===== src/rtl/move_gen.sv =====
// Successor-board generator for the 6-puzzle: finds the space tile with CHECKk ops,
// then issues each legal, non-undoing move and hands the ALU result downstream.
module move_gen #(
  parameter logic [2:0] SPACE_CODE = 3'd0
) (
  input  logic        clk,
  input  logic        rst_n,
  input  logic        start,
  input  logic [25:0] board,
  input  logic        prev_valid,
  input  logic [1:0]  prev_dir,
  output logic [6:0]  alu_op,
  output logic [25:0] alu_in0,
  output logic [25:0] alu_in1,
  input  logic [25:0] alu_out,
  input  logic        alu_zf,
  output logic        child_valid,
  input  logic        child_ready,
  output logic [25:0] child_data,
  output logic [1:0]  child_dir,
  output logic        busy,
  output logic        done,
  output logic        err,
  output logic [2:0]  child_cnt
);

  // Opcode encodings shared with the ALU; CHECKk = OpCheckBase + k.
  localparam logic [6:0] OpLoad      = 7'h01;
  localparam logic [6:0] OpCheckBase = 7'h10;
  localparam logic [6:0] OpRight     = 7'h20;

  typedef enum logic [2:0] {StIdle, StScan, StGen, StOut, StFin} state_e;

  state_e      state_q, state_d;
  logic [25:0] parent_q;
  logic        prev_valid_q;
  logic [1:0]  prev_dir_q;
  logic [2:0]  k_q;
  logic [2:0]  p_q;
  logic [2:0]  d_q;
  logic        child_valid_q;
  logic [25:0] child_data_q;
  logic [1:0]  child_dir_q;
  logic        busy_q;
  logic        done_q;
  logic        err_q;
  logic [2:0]  cnt_q;
  logic        gen_found;
  logic [1:0]  gen_dir;

  // Direction order is R=0, L=1, U=2, D=3; positions 1..3 are the top row.
  function automatic logic dir_legal(input logic [2:0] p, input logic [1:0] dir);
    case (dir)
      2'd0:    return (p == 3'd1) || (p == 3'd2) || (p == 3'd4) || (p == 3'd5);
      2'd1:    return (p == 3'd2) || (p == 3'd3) || (p == 3'd5) || (p == 3'd6);
      2'd2:    return (p >= 3'd4) && (p <= 3'd6);
      default: return (p >= 3'd1) && (p <= 3'd3);
    endcase
  endfunction

  // Lowest direction >= d that is legal and does not undo the parent's move.
  always_comb begin
    gen_found = 1'b0;
    gen_dir   = 2'd0;
    for (int i = 3; i >= 0; i--) begin
      if ((3'(i) >= d_q) && dir_legal(p_q, 2'(i)) &&
          !(prev_valid_q && (2'(i) == (prev_dir_q ^ 2'b01)))) begin
        gen_found = 1'b1;
        gen_dir   = 2'(i);
      end
    end
  end

  always_comb begin
    state_d = state_q;
    case (state_q)
      StIdle: if (start) state_d = StScan;
      StScan: begin
        if (alu_zf)            state_d = StGen;
        else if (k_q == 3'd6)  state_d = StFin;
      end
      StGen:  state_d = gen_found ? StOut : StFin;
      StOut:  if (child_ready) state_d = StGen;
      StFin:  state_d = StIdle;
      default: state_d = StIdle;
    endcase
  end

  always_comb begin
    alu_op  = OpLoad;
    alu_in1 = 26'd0;
    case (state_q)
      StScan: begin
        alu_op  = OpCheckBase + {4'd0, k_q};
        alu_in1 = {23'd0, SPACE_CODE};
      end
      StGen: if (gen_found) alu_op = OpRight + {5'd0, gen_dir};
      default: ;
    endcase
  end

  always_ff @(posedge clk or negedge rst_n) begin
    if (!rst_n) begin
      state_q       <= StIdle;
      parent_q      <= 26'd0;
      prev_valid_q  <= 1'b0;
      prev_dir_q    <= 2'd0;
      k_q           <= 3'd1;
      p_q           <= 3'd0;
      d_q           <= 3'd0;
      child_valid_q <= 1'b0;
      child_data_q  <= 26'd0;
      child_dir_q   <= 2'd0;
      busy_q        <= 1'b0;
      done_q        <= 1'b0;
      err_q         <= 1'b0;
      cnt_q         <= 3'd0;
    end else begin
      state_q <= state_d;
      case (state_q)
        StIdle: if (start) begin
          parent_q     <= board;
          prev_valid_q <= prev_valid;
          prev_dir_q   <= prev_dir;
          cnt_q        <= 3'd0;
          err_q        <= 1'b0;
          busy_q       <= 1'b1;
          k_q          <= 3'd1;
        end
        StScan: begin
          if (alu_zf) begin
            p_q <= k_q;
            d_q <= 3'd0;
          end else if (k_q == 3'd6) begin
            err_q  <= 1'b1;
            done_q <= 1'b1;
          end else begin
            k_q <= k_q + 3'd1;
          end
        end
        StGen: begin
          if (gen_found) begin
            child_data_q  <= alu_out;
            child_dir_q   <= gen_dir;
            child_valid_q <= 1'b1;
          end else begin
            done_q <= 1'b1;
          end
        end
        StOut: if (child_ready) begin
          child_valid_q <= 1'b0;
          cnt_q         <= cnt_q + 3'd1;
          d_q           <= {1'b0, child_dir_q} + 3'd1;
        end
        StFin: begin
          done_q <= 1'b0;
          busy_q <= 1'b0;
        end
        default: ;
      endcase
    end
  end

  assign alu_in0     = parent_q;
  assign child_valid = child_valid_q;
  assign child_data  = child_data_q;
  assign child_dir   = child_dir_q;
  assign busy        = busy_q;
  assign done        = done_q;
  assign err         = err_q;
  assign child_cnt   = cnt_q;

endmodule


===== config.mk =====
export PLATFORM = sky130hd
export DESIGN_NAME = move_gen
export DESIGN_NICKNAME = d
export VERILOG_FILES = /design/src/rtl/move_gen.sv
export SDC_FILE = /design/constraint.sdc
export NUM_CORES = 1
export LEC_CHECK = 0
export BUFFER_PORTS_ARGS = -buffer_cell sky130_fd_sc_hd__buf_4
export CELL_PAD_IN_SITES_DETAIL_PLACEMENT = 0
export CELL_PAD_IN_SITES_GLOBAL_PLACEMENT = 1
export CORE_AREA = 3 3 109 111
export DETAILED_ROUTE_END_ITERATION = 10
export DIE_AREA = 0 0 112 114
export GPL_TIMING_DRIVEN = 0
export HOLD_SLACK_MARGIN = 0.1
export PLACE_DENSITY = 0.79
export SLEW_MARGIN = 20
export SYNTH_ARGS = -nofsm -noshare
export SYNTH_HDL_FRONTEND = slang
export SYNTH_SLANG_ARGS = --single-unit

===== constraint.sdc =====
create_clock -name clk -period 2 [get_ports clk]
set_input_delay 0.3 -clock clk [delete_from_list [all_inputs] [get_ports clk]]
set_output_delay 0.3 -clock clk [all_outputs]
set_load 0.1 [all_outputs]

==> impl_metrics.json <==
{
  "vias": 2649,
  "yosys_warnings": 0,
  "antenna_found_initial": 0,
  "dieWidth_um": 112,
  "skew_ns": 0.01080,
  "grt_max_degree": 77,
  "cts_sinks": 76,
  "core_area_um2": 10890,
  "setup_viol": 30,
  "status": "finished, violations left",
  "cts_made_buffers": 9,
  "layout.nets": 523,
  "ys_seq_area_share_pct": 52.67,
  "grtUsageTotal_pct": 13.63,
  "crit_fanout": 5,
  "first_pass_iters": 5,
  "grt_pass1_vias": 2771,
  "gp_congestion": 0.7612,
  "syn_inst": 279,
  "critPathMaxStageDelay_ns": 0.53,
  "cts.clk_slew.worst_paths_ns": 0.08,
  "fp.dieArea_um2": 12770,
  "async_flop_share_pct": 100.0,
  "ys.flop_type": "dfrtp_1",
  "synth_cell_types": 45,
  "r2r.worst_path.cells": 9,
  "required_ns": 1.70,
  "cp_top_family": "simple AND/OR/NAND/NOR gates",
  "htreeDepth": 3,
  "path_cells": "or4bb_1 -> o211ai_2 -> a32oi_2 -> o21ai_4 -> buf_8 -> clkinvlp_4 -> buf_12",
  "remaining_drc_errors": 0,
  "design_area_um2": 5495,
  "tightest_slew_ns": 0.9615,
  "routed_wl_um": 8539,
  "critPathArrivalTime_ns": 2.04,
  "drt-initial-drc-count": 100,
  "area_delta_synth_final_pct": 52.08,
  "clock_path_buffers": 2,
  "drive_above_1_share_pct": 61.21,
  "io_pins": 154,
  "cts_tree": "yes",
  "die_y_um": 114,
  "clock_latency_ns": 0.35,
  "rsz0062_at_grt": "yes",
  "failed_checks": "negative setup slack",
  "vias_per_cell": 4.386,
  "synthesis.area_um2": 3613,
  "relSlewSlack_pct": 35.90,
  "slowest_stage": "or4bb_1",
  "ant_nets": 0,
  "grt_overflow_total": 0,
  "dpl-instance-area_um2": 4858,
  "fin_crit_ns": 2.336,
  "cts_root_buffer": "clkbuf_8",
  "synth_area_per_cell_um2": 12.95,
  "drv_slew": 0,
  "hold_slack_ns": 0.09293,
  "fillers": 977,
  "dp_hpwl_um": 5943,
  "path_class": "flip-flop to primary output",
  "wl_per_cell_um": 14.14,
  "final.period_utilization_pct": 116.8,
  "rows": 38,
  "critPathBufInv": 3,
  "synth-seq-cells": 76,
  "layout_setup_ws_ns": -0.3363,
  "synth_edf_count": 0,
  "drv_cap": 0,
  "crit_cells": 7,
  "grt_pass1_wl_um": 14050,
  "crit_path_end_kind": "primary output",
  "n_antenna_cell": 0,
  "fin_tns_setup_ns": -7.374,
  "portBuffers": 125,
  "max_freq_mhz": 428.0,
  "cp-start-kind": "flip-flop",
  "holdCritPathClass": "input pin to asynchronous set/reset pin",
  "hold_violations": 0,
  "start_util_pct": 33.19
}
## Yosys cell counts (3+ instances only)
| cell type | instances | area [um2] |
|---|---|---|
| inv_1 | 3 | 11.26 |
| buf_4 | 28 | 210.2 |
| a21oi_1 | 9 | 45.04 |
| buf_6 | 4 | 45.04 |
| and3_1 | 3 | 18.77 |
| o21ai_0 | 3 | 15.01 |
| mux2_2 | 36 | 405.4 |
| nand3_1 | 6 | 30.03 |
| nand3b_1 | 3 | 22.52 |
| dfrtp_1 | 75 | 1877 |
| mux2_4 | 25 | 375.4 |
| nor2_1 | 15 | 56.30 |
| buf_2 | 5 | 25.02 |
| ha_1 | 4 | 50.05 |
| nor3_1 | 4 | 20.02 |
| clkbuf_1 | 4 | 15.01 |
| nor2b_1 | 3 | 18.77 |
| nand2_1 | 14 | 52.55 |
| a22o_1 | 4 | 35.03 |
## layer usage
metal / wire, um / GRT usage, %
met1: 3715 / 18.09
met2: 3964 / 21.10
met3: 753 / 5.729
met4: 106 / 2.804
met5: 0 / 0
## kinds of logic (layout without fill, tap and decap cells)
kind of cell             after synthesis  count (layout)  share of synthesized area, %
multiplexers                          62              62                         21.88
adder cells (fa/ha/maj)                4               4                         1.385
other                                  1              28                        0.1038
AND/OR/NAND/NOR                       58              58                         8.103
flip-flops                            76              76                         52.67
AO/OA/AOI/OAI                         30              30                         6.406
XOR/XNOR                               4               4                        0.9697
buffers and inverters                 44             202                         8.483
## repair_timing
action / in CTS / in global routing
setup buffers: 12 / 5
resized for setup: 35 / 18
gates cloned: 2 / 0
hold endpoints to repair: 0 / 0
hold buffers: 0 / 0
pin swaps: 5 / 6
setup endpoints to repair: 58 / 63
## layout by cell type, fill, tap and decap left out, types with 6 or more instances in the layout
cell type and count:
nor2_1 12, buf_6 6, nand2_1 14, clkbuf_8 10
buf_12 7, mux2_4 25, mux2_2 36, buf_4 163
dfrtp_1 74, conb_1 28, a21oi_1 9
## flip-flops by register name (all words and copies together), names as in the netlist, 2 cells and up
name	flops
child_cnt	3
k_q	3
prev_dir_q	2
p_q	3
child_data	26
child_dir	2
state_q	3
d_q	3
alu_in0	26
## worst paths after layout
path	end	slack [ns]	start
max in group asynchronous	d_q[2]	1.25	rst_n
worst max register to register	child_data[10]	-0.34	d_q[2]
min in group clk	alu_in0[22]	0.17	board[22]
worst min-delay path	busy	0.09	rst_n
worst min register to register	alu_in0[19]	0.51	alu_in0[19]
worst max-delay path	alu_op[5]	-0.34	prev_dir_q[1]
## final cells by class
cell class / instances / area, um2 / area share [%]
buffer: 40 / 326.6 / 5.943
timing repair buffer: 143 / 1207 / 21.97
clock buffer: 10 / 137.6 / 2.505
inverter: 3 / 18.77 / 0.3415
multi-input combinational: 186 / 1614 / 29.37
clock inverter: 6 / 111.4 / 2.026
tap: 140 / 175.2 / 3.188
sequential: 76 / 1904 / 34.65
## through the flow
step	setup slack (ns)	utilization, %	cells
floorplan	-0.1835	-	306
global placement	-0.2717	44.62	571
detailed placement	-0.2654	44.62	571
CTS	-0.3689	49.61	601
global route	-0.4494	50.47	604
finish	-0.3363	50.47	604
Power is not shown: default switching activity piles up to over one toggle a cycle in this logic, so the estimate is an artifact.
